$ cat src/rtl/cpu_ctrl_fsm.sv
// rtl/cpu_ctrl_fsm.sv - instruction-sequencing controller locked to the fetch/alu_ena frame
//
// Purpose: locks onto the 8-cycle phase frame of the clock generator, steps S0..S7 once
// per instruction and decodes the datapath strobes. Misaligned phase strobes drop the
// machine back to IDLE, pulse phase_err and bump a saturating error counter.
//
// Ports:
//   sys_clk      rising-edge clock
//   rst          synchronous active-high reset
//   fetch        phase strobe, high p0..p3
//   alu_ena      phase strobe, high p5 only
//   opcode[2:0]  IR opcode (HLT SKZ ADD AND XOR LDA STO JMP = 0..7)
//   zero         accumulator-zero flag
//   load_ir, inc_pc, load_pc, load_acc, rd, wr, datactl_ena, halt   datapath strobes
//   phase_err    single-cycle phase-mismatch flag
//   err_cnt      saturating phase-error count

module cpu_ctrl_fsm #(
  parameter int CHECK_PHASE = 1,
  parameter int ERR_CNT_W   = 8
) (
  input  logic                 sys_clk,
  input  logic                 rst,
  input  logic                 fetch,
  input  logic                 alu_ena,
  input  logic [2:0]           opcode,
  input  logic                 zero,
  output logic                 load_ir,
  output logic                 inc_pc,
  output logic                 load_pc,
  output logic                 load_acc,
  output logic                 rd,
  output logic                 wr,
  output logic                 datactl_ena,
  output logic                 halt,
  output logic                 phase_err,
  output logic [ERR_CNT_W-1:0] err_cnt
);

  localparam logic [2:0] OP_HLT = 3'd0;
  localparam logic [2:0] OP_SKZ = 3'd1;
  localparam logic [2:0] OP_ADD = 3'd2;
  localparam logic [2:0] OP_AND = 3'd3;
  localparam logic [2:0] OP_XOR = 3'd4;
  localparam logic [2:0] OP_LDA = 3'd5;
  localparam logic [2:0] OP_STO = 3'd6;
  localparam logic [2:0] OP_JMP = 3'd7;

  typedef enum logic [3:0] {
    IDLE, S0, S1, S2, S3, S4, S5, S6, S7, HALT
  } state_t;

  state_t     state;
  state_t     state_nxt;
  logic       fetch_d;
  logic [2:0] op_q;
  logic       zero_q;
  logic       rise;
  logic       phase_bad;
  logic       alu_op;

  assign rise   = fetch & ~fetch_d;
  assign alu_op = (op_q == OP_ADD) || (op_q == OP_AND) ||
                  (op_q == OP_XOR) || (op_q == OP_LDA);

  always_ff @(posedge sys_clk) begin
    if (rst) begin
      state   <= IDLE;
      fetch_d <= 1'b0;
      op_q    <= OP_HLT;
      zero_q  <= 1'b0;
      err_cnt <= '0;
    end else begin
      state   <= state_nxt;
      fetch_d <= fetch;
      if (state == S2) op_q <= opcode;
      if (state == S3) zero_q <= zero;
      if (phase_bad && (err_cnt != {ERR_CNT_W{1'b1}})) err_cnt <= err_cnt + 1'b1;
    end
  end

  // Phase check: each locked state expects a fixed fetch level (S7 expects the
  // rising edge of the next frame) and alu_ena only in S4.
  always_comb begin
    phase_bad = 1'b0;
    if (CHECK_PHASE != 0) begin
      case (state)
        S0, S1, S2: phase_bad = ~fetch | alu_ena;
        S3, S5, S6: phase_bad = fetch | alu_ena;
        S4:         phase_bad = fetch | ~alu_ena;
        S7:         phase_bad = ~rise | alu_ena;
        default:    phase_bad = 1'b0;
      endcase
    end
  end

  always_comb begin
    state_nxt = state;
    case (state)
      IDLE:    if (rise) state_nxt = S0;
      S0:      state_nxt = S1;
      S1:      state_nxt = S2;
      S2:      state_nxt = S3;
      S3:      state_nxt = (op_q == OP_HLT) ? HALT : S4;
      S4:      state_nxt = S5;
      S5:      state_nxt = S6;
      S6:      state_nxt = S7;
      S7:      state_nxt = S0;
      HALT:    state_nxt = HALT;
      default: state_nxt = IDLE;
    endcase
    // A misaligned frame outranks everything, including HLT in S3; relock
    // always waits for a fresh rise from IDLE.
    if (phase_bad) state_nxt = IDLE;
  end

  always_comb begin
    load_ir     = 1'b0;
    inc_pc      = 1'b0;
    load_pc     = 1'b0;
    load_acc    = 1'b0;
    rd          = 1'b0;
    wr          = 1'b0;
    datactl_ena = 1'b0;
    halt        = 1'b0;
    phase_err   = phase_bad;
    case (state)
      S0: begin
        rd      = 1'b1;
        load_ir = 1'b1;
      end
      S1: begin
        rd      = 1'b1;
        load_ir = 1'b1;
        inc_pc  = 1'b1;
      end
      S3: inc_pc = (op_q != OP_HLT);
      S4: begin
        rd          = alu_op;
        datactl_ena = (op_q == OP_STO);
        load_pc     = (op_q == OP_JMP);
      end
      S5: begin
        rd          = alu_op;
        load_acc    = alu_op;
        datactl_ena = (op_q == OP_STO);
        wr          = (op_q == OP_STO);
        load_pc     = (op_q == OP_JMP);
        inc_pc      = (op_q == OP_SKZ) & zero_q;
      end
      S6: datactl_ena = (op_q == OP_STO);
      S7: inc_pc = (op_q == OP_SKZ) & zero_q;
      HALT: halt = 1'b1;
      default: ;
    endcase
  end

endmodule

$ cat config.mk
export PLATFORM = sky130hd
export DESIGN_NAME = cpu_ctrl_fsm
export DESIGN_NICKNAME = d
export VERILOG_FILES = /design/src/rtl/cpu_ctrl_fsm.sv
export SDC_FILE = /design/constraint.sdc
export NUM_CORES = 1
export LEC_CHECK = 0
export BUFFER_PORTS_ARGS = -buffer_cell sky130_fd_sc_hd__buf_4
export CAP_MARGIN = 30
export CORE_ASPECT_RATIO = 1.1
export CORE_MARGIN = 2
export CORE_UTILIZATION = 30
export CTS_CLUSTER_DIAMETER = 30
export DETAILED_ROUTE_END_ITERATION = 10
export SKIP_LAST_GASP = 1
export SLEW_MARGIN = 20
export SYNTH_ARGS = -nofsm -noshare
export SYNTH_HDL_FRONTEND = slang
export SYNTH_SLANG_ARGS = --single-unit
$ cat constraint.sdc
create_clock -name sys_clk -period 4.2 [get_ports sys_clk]
set_clock_uncertainty 0.2 [all_clocks]
set_input_delay 0.21 -clock sys_clk [delete_from_list [all_inputs] [get_ports sys_clk]]
set_output_delay 0.21 -clock sys_clk [all_outputs]
set_load 0.03 [all_outputs]
Yosys cells after proc, flatten, opt, wreduce, memory -nomap -nowiden
Index checks and enable logic that the tools add are counted.
- output and inout port bits: 17
- bits in registers: 17
- word-level logic and storage cells: 60
- muxes and demuxes: 12
- equal/unequal tests: 18
- add/subtract/negate cells: 1
- reductions and logical operators: 14
- bitwise gates (word level): 10
- operators with widths (operator ; count):
    $pmux W4 S10 ; 1
    $eq A4 B3 Y1 const B ; 4
    $eq A3 B3 Y1 const B ; 4
    $reduce_or A3 Y1 ; 3
    $add A8 B1 Y8 const B ; 1
    $eq A4 B2 Y1 const B ; 2
    $eq A4 B4 Y1 const B ; 2
    $mux W4 ; 2
    $ne A8 B8 Y1 const B ; 1
    $reduce_or A2 Y1 ; 4
    $eq A3 B2 Y1 const B ; 2
    $mux W1 ; 6
    $eq A4 B1 Y1 const B ; 1
    $logic_not A4 Y1 ; 1
    $not A1 Y1 ; 4
    $or A1 B1 Y1 ; 4
    $pmux W1 S4 ; 1
    $eq A3 B1 Y1 const B ; 1
    $logic_not A3 Y1 ; 1
    $logic_or A1 B1 Y1 ; 3
    $pmux W1 S3 ; 1
    $reduce_bool A3 Y1 ; 1
    $and A1 B1 Y1 ; 2
    $ne A2 B2 Y1 const B ; 1
    other kinds (2) ; 2

Logic depth before layout (Yosys ltp)
- depth after elaboration: 6
- mapped depth: 8
- depth with buffers taken out: 6

Worst setup path before layout
No wires, ideal clock.
- kind: reg2out
- start point: register state[2]
- end point: output port wr
- arrival: 1.945 ns
- setup slack: 1.845 ns
- buffers on the path: 1
- stages on the path, launching flop included: 5
- cells stage by stage: dfxtp_1 -> buf_6 -> nor2b_1 -> nand3_1 -> nor4b_1
- longest elaborated chain between the ends: 2
- ends and longest elaborated chain (what ; RTL line ; text):
    from (decl) ; 53 ; state_t state;
    from (signal assigned) ; 74 ; state <= state_nxt;
    $eq A4 B3 Y1 ; 127 ; case (state)
    $mux W1 ; 127 ;
    to (decl) ; 33 ; output logic wr,
No other way between the ends.

Final worst setup path
- start point: register state[2]
- end point: output port phase_err
- longest elaborated chain between the ends: 3
- elaborated cells on any way between the ends: 11
- classes of those cells: eq/ne: 8; mux: 1; reduce/logical: 2
- ends and longest elaborated chain (what ; RTL line ; text):
    $eq A4 B3 Y1, or another cell as far along ; 87 ; case (state)
    $reduce_or A3 Y1 ; 87 ;
    $pmux W1 S4 * ; 87 ;
    to (decl) ; 36 ; output logic phase_err,
Mark *: on every way between the ends. The rest lies on a longest branch, timed or not.

==> run summary <==
Dividing the final minimum period by the clock period gives 0.708. CTS built an H-tree with a depth of 1. The count of cell instances traversed by the critical path came out at 5.

The path class of the tightest hold or removal check is in -> reg. In the layout the commonest cells are sky130_fd_sc_hd__buf_4 (24), sky130_fd_sc_hd__dfxtp_1 (17), sky130_fd_sc_hd__nor2_1 (12). In this run the worst setup path begins at state[2]. The transition time at the pin with the least slew margin is 0.914 ns. The footprint of the multi-input gates is 612 sq um.

The post-route standard cell area excluding fillers is 0.00127 sq mm. The post-synthesis net count is 128. After technology mapping, the gate count stands at 119. The unique cell type count in the Yosys netlist is 41. The initial antenna violation count is 0. The clock insertion delay at the later pin of the skew report came out at 0.29 ns. The worst setup path is launched from a register. Across the whole layout, storage elements account for 340 sq um. The total buffers and inverters traversed by the critical path is 2. In the final layout, the share of cells above drive strength 1 is 0.247.

In the global route stage, overall resource usage came out at 0.120. The root buffer cell chosen for the clock tree is sky130_fd_sc_hd__clkbuf_4. The number of hold violations in the final report is 0. For the worst setup path, the data required time is 3.79 ns. From bottom edge to top edge, the die measures 64.8 um. IR analysis of the VDD net gives a maximum drop of 0.000123 V. The placeable core region is 0.00328 sq mm. The launching point of the worst reg2reg path is state[2]. Of all nets on the critical path, the largest fanout is 13. For this run, asynchronously set or reset flops after synthesis account for 0.

The violation count after the first detailed-routing iteration is 20. The die boundary width came out at 59.3 um. Entering global routing, the biggest net connects 17 pins. For this run the aggregate overflow at the end of global routing stands at 0. The number of endpoints failing setup at the final stage is 0. Across all layers, the routed design uses 940 vias.

Along the worst hold path, the cell count comes to 2. In the routed design, unresolved DRC markers number 0. The number of synthesized flops with an enable pin is 0. Excluding fillers, the count of instances in the completed layout stands at 182. The sequential cell area fraction in the yosys report is 0.337. Post-CTS timing repair inserted 0 buffers for setup.

The number of top-level design ports came out at 25. The first global-routing pass estimated 3.75 mm of wire. The worst reg2reg path depth came out at 5.

The power density of the placed cells is 275 mW/mm^2. The post-synthesis instance area came out at 0.00101 sq mm. The routed wirelength normalized by instance count came out at 12.0 um. The synthesized flop and latch total came out at 17.

The total clock buffers created by CTS is 3. The area growth from synthesis to layout is 25.9%. The area enclosed by the die boundary is 0.00384 sq mm. After detailed routing, the total wire length is 2.18 mm. The number of vias per cell after detailed routing is 5.16. The total of warnings raised by yosys came out at 0.

The kind of cell adding the most delay to the critical path is compound AO/OA/AOI/OAI gates. The detail route stage leaves a number of antenna-violating nets equal to 0. On the worst path, the slowest cell contributes a delay of 0.78 ns. In this run the most critical hold path is launched from rst. Dividing the synthesized area by the synthesized cell count gives 8.47 sq um. The number of sinks on the clock net is 17.

The initial core utilization came out at 0.308. The number of nets in the final layout is 156. The number of antenna diodes in the final layout is 0. Setup total negative slack on the finished layout was measured at 0 ns. The most used flip-flop cell after synthesis is sky130_fd_sc_hd__dfxtp_1.

Port buffering added 24 buffers. The standard cell with the maximum stage delay on the critical path is sky130_fd_sc_hd__a32oi_1. The number of pins with negative max-slew slack in the final report came out at 0.

Based on the critical path, the design can be clocked at up to 336 MHz. The number of standard-cell rows in the floorplan is 22. In this run the cell area measured after placement is 0.00119 sq mm. The flow ran to the end, and the final reports show no timing, DRC or antenna violations. In this run the static leakage power is 0.480 nW. STA classifies the critical path endpoint as a primary output. The worst-case clock buffer depth came out at 2. For this run, the detailed router's first-pass iteration total came to 4. The count of placed standard cells including taps is 173. Setup repair after global routing left no endpoint under its margin.

The sum of net half-perimeters after detailed placement came out at 1.66 mm. The via count of the first global-routing pass is 863. Walking the worst path, the cells encountered are nor3b_1, o21bai_1, a32oi_1, inv_2, buf_4. The CTS tree is done. The weighted congestion at the end of routability-driven global placement came out at 0.844. The clock transition at the register clock pins on the worst setup and hold paths after CTS is 0.11 ns. The endpoint arrival time on the critical path is 2.56 ns. The worst setup path is of the reg -> out kind. The leading cell type in the layout, fill and taps excluded is sky130_fd_sc_hd__buf_4. The number of filler instances in the final layout is 344.

The number of max-cap violations came out at 0. The worst pin sits at a relative slew slack of 0.391. The minimum period implied by the final worst setup slack came out at 2.97 ns.
metal layers:
layer | share of wire | vias up | track usage
li1 | - | 489 | -
met1 | 0.50 | 441 | 0.163
met2 | 0.47 | 8 | 0.196
met3 | 0.016 | 2 | 0.00798
met4 | 0.012 | 0 | 0.0426
met5 | 0 | - | 0
worst reg2reg max path, stage by stage (launching register included):
cell and delay [ns]:
sky130_fd_sc_hd__dfxtp_1 0.61, sky130_fd_sc_hd__nor3b_1 0.37, sky130_fd_sc_hd__o21bai_1 0.15, sky130_fd_sc_hd__a32oi_1 0.78, sky130_fd_sc_hd__nor4b_2 0.14, sky130_fd_sc_hd__mux2_1 0.34
cells in the mapped netlist (2+ instances only):
cell type                   n  area, sq um
sky130_fd_sc_hd__a21oi_1    9         45.0
sky130_fd_sc_hd__and3_1     4         25.0
sky130_fd_sc_hd__buf_2      3         15.0
sky130_fd_sc_hd__buf_6      2         22.5
sky130_fd_sc_hd__dfxtp_1   17          340
sky130_fd_sc_hd__inv_1      3         11.3
sky130_fd_sc_hd__mux2_1     2         22.5
sky130_fd_sc_hd__mux2i_1    4         40.0
sky130_fd_sc_hd__nand2_1    6         22.5
sky130_fd_sc_hd__nand3_1    6         30.0
sky130_fd_sc_hd__nand3b_1   2         15.0
sky130_fd_sc_hd__nor2_1    12         45.0
sky130_fd_sc_hd__nor2b_1    6         37.5
sky130_fd_sc_hd__nor3_1     8         40.0
sky130_fd_sc_hd__nor3b_1    3         22.5
sky130_fd_sc_hd__o21ai_0    4         20.0
sky130_fd_sc_hd__o31ai_1    2         15.0
sky130_fd_sc_hd__or3_1      2         12.5
sky130_fd_sc_hd__xnor2_1    2         17.5
kinds of logic (layout without fill, tap and decap cells):
group,Yosys count,count (layout),share of synthesized area
buffers and inverters,10,37,0.0558
adder cells (fa/ha/maj),1,1,0.0124
flip-flops,17,17,0.337
AO/OA/AOI/OAI,25,25,0.182
AND/OR/NAND/NOR,58,58,0.333
multiplexers,6,6,0.0620
XOR/XNOR,2,2,0.0174
stage by stage:
stage	utilization	setup slack [ns]	hold WS (ns)	total power, mW
after global routing	0.388	0.973	0.0141	0.368
after detailed placement	0.364	1.54	0.262	0.261
after floorplan	-	1.85	0.0816	0.237
after CTS	0.388	1.21	0.00156	0.354
final	0.388	1.23	0.0133	0.349
after global placement	0.364	1.68	0.246	0.259
state kept, by name (all words and copies together) (netlist names):
register	cells
err_cnt	8
fetch_d	1
op_q	3
state	4
zero_q	1
repair_timing:
action                                 4_1_cts  5_1_grt
endpoints found under the hold margin        5        0
resized for setup                            0        0
hold buffers                                 5        0
where the power goes:
group | switching (mW) | leakage (nW) | internal [mW]
combinational | 0.0471 | 0.325 | 0.0354
clock | 0.0530 | 0.0177 | 0.0353
sequential | 0.0118 | 0.138 | 0.166
total | 0.112 | 0.480 | 0.237
layout make-up:
| cell class | instances | area share |
|---|---|---|
| multi-input combinational | 92 | 0.482 |
| sequential | 17 | 0.268 |
| timing repair buffer | 29 | 0.181 |
| tap | 36 | 0.0355 |
| clock buffer | 3 | 0.0177 |
| inverter | 4 | 0.0118 |
| clock inverter | 1 | 0.00394 |
worst paths after layout:
kind / end / slack (ns)
worst min register to register: err_cnt[3] / 0.32
worst max-delay path: phase_err / 1.23
worst min-delay path: fetch_d / 0.01
worst max register to register: err_cnt[5] / 1.50
Power figures use the tool's default switching activity.
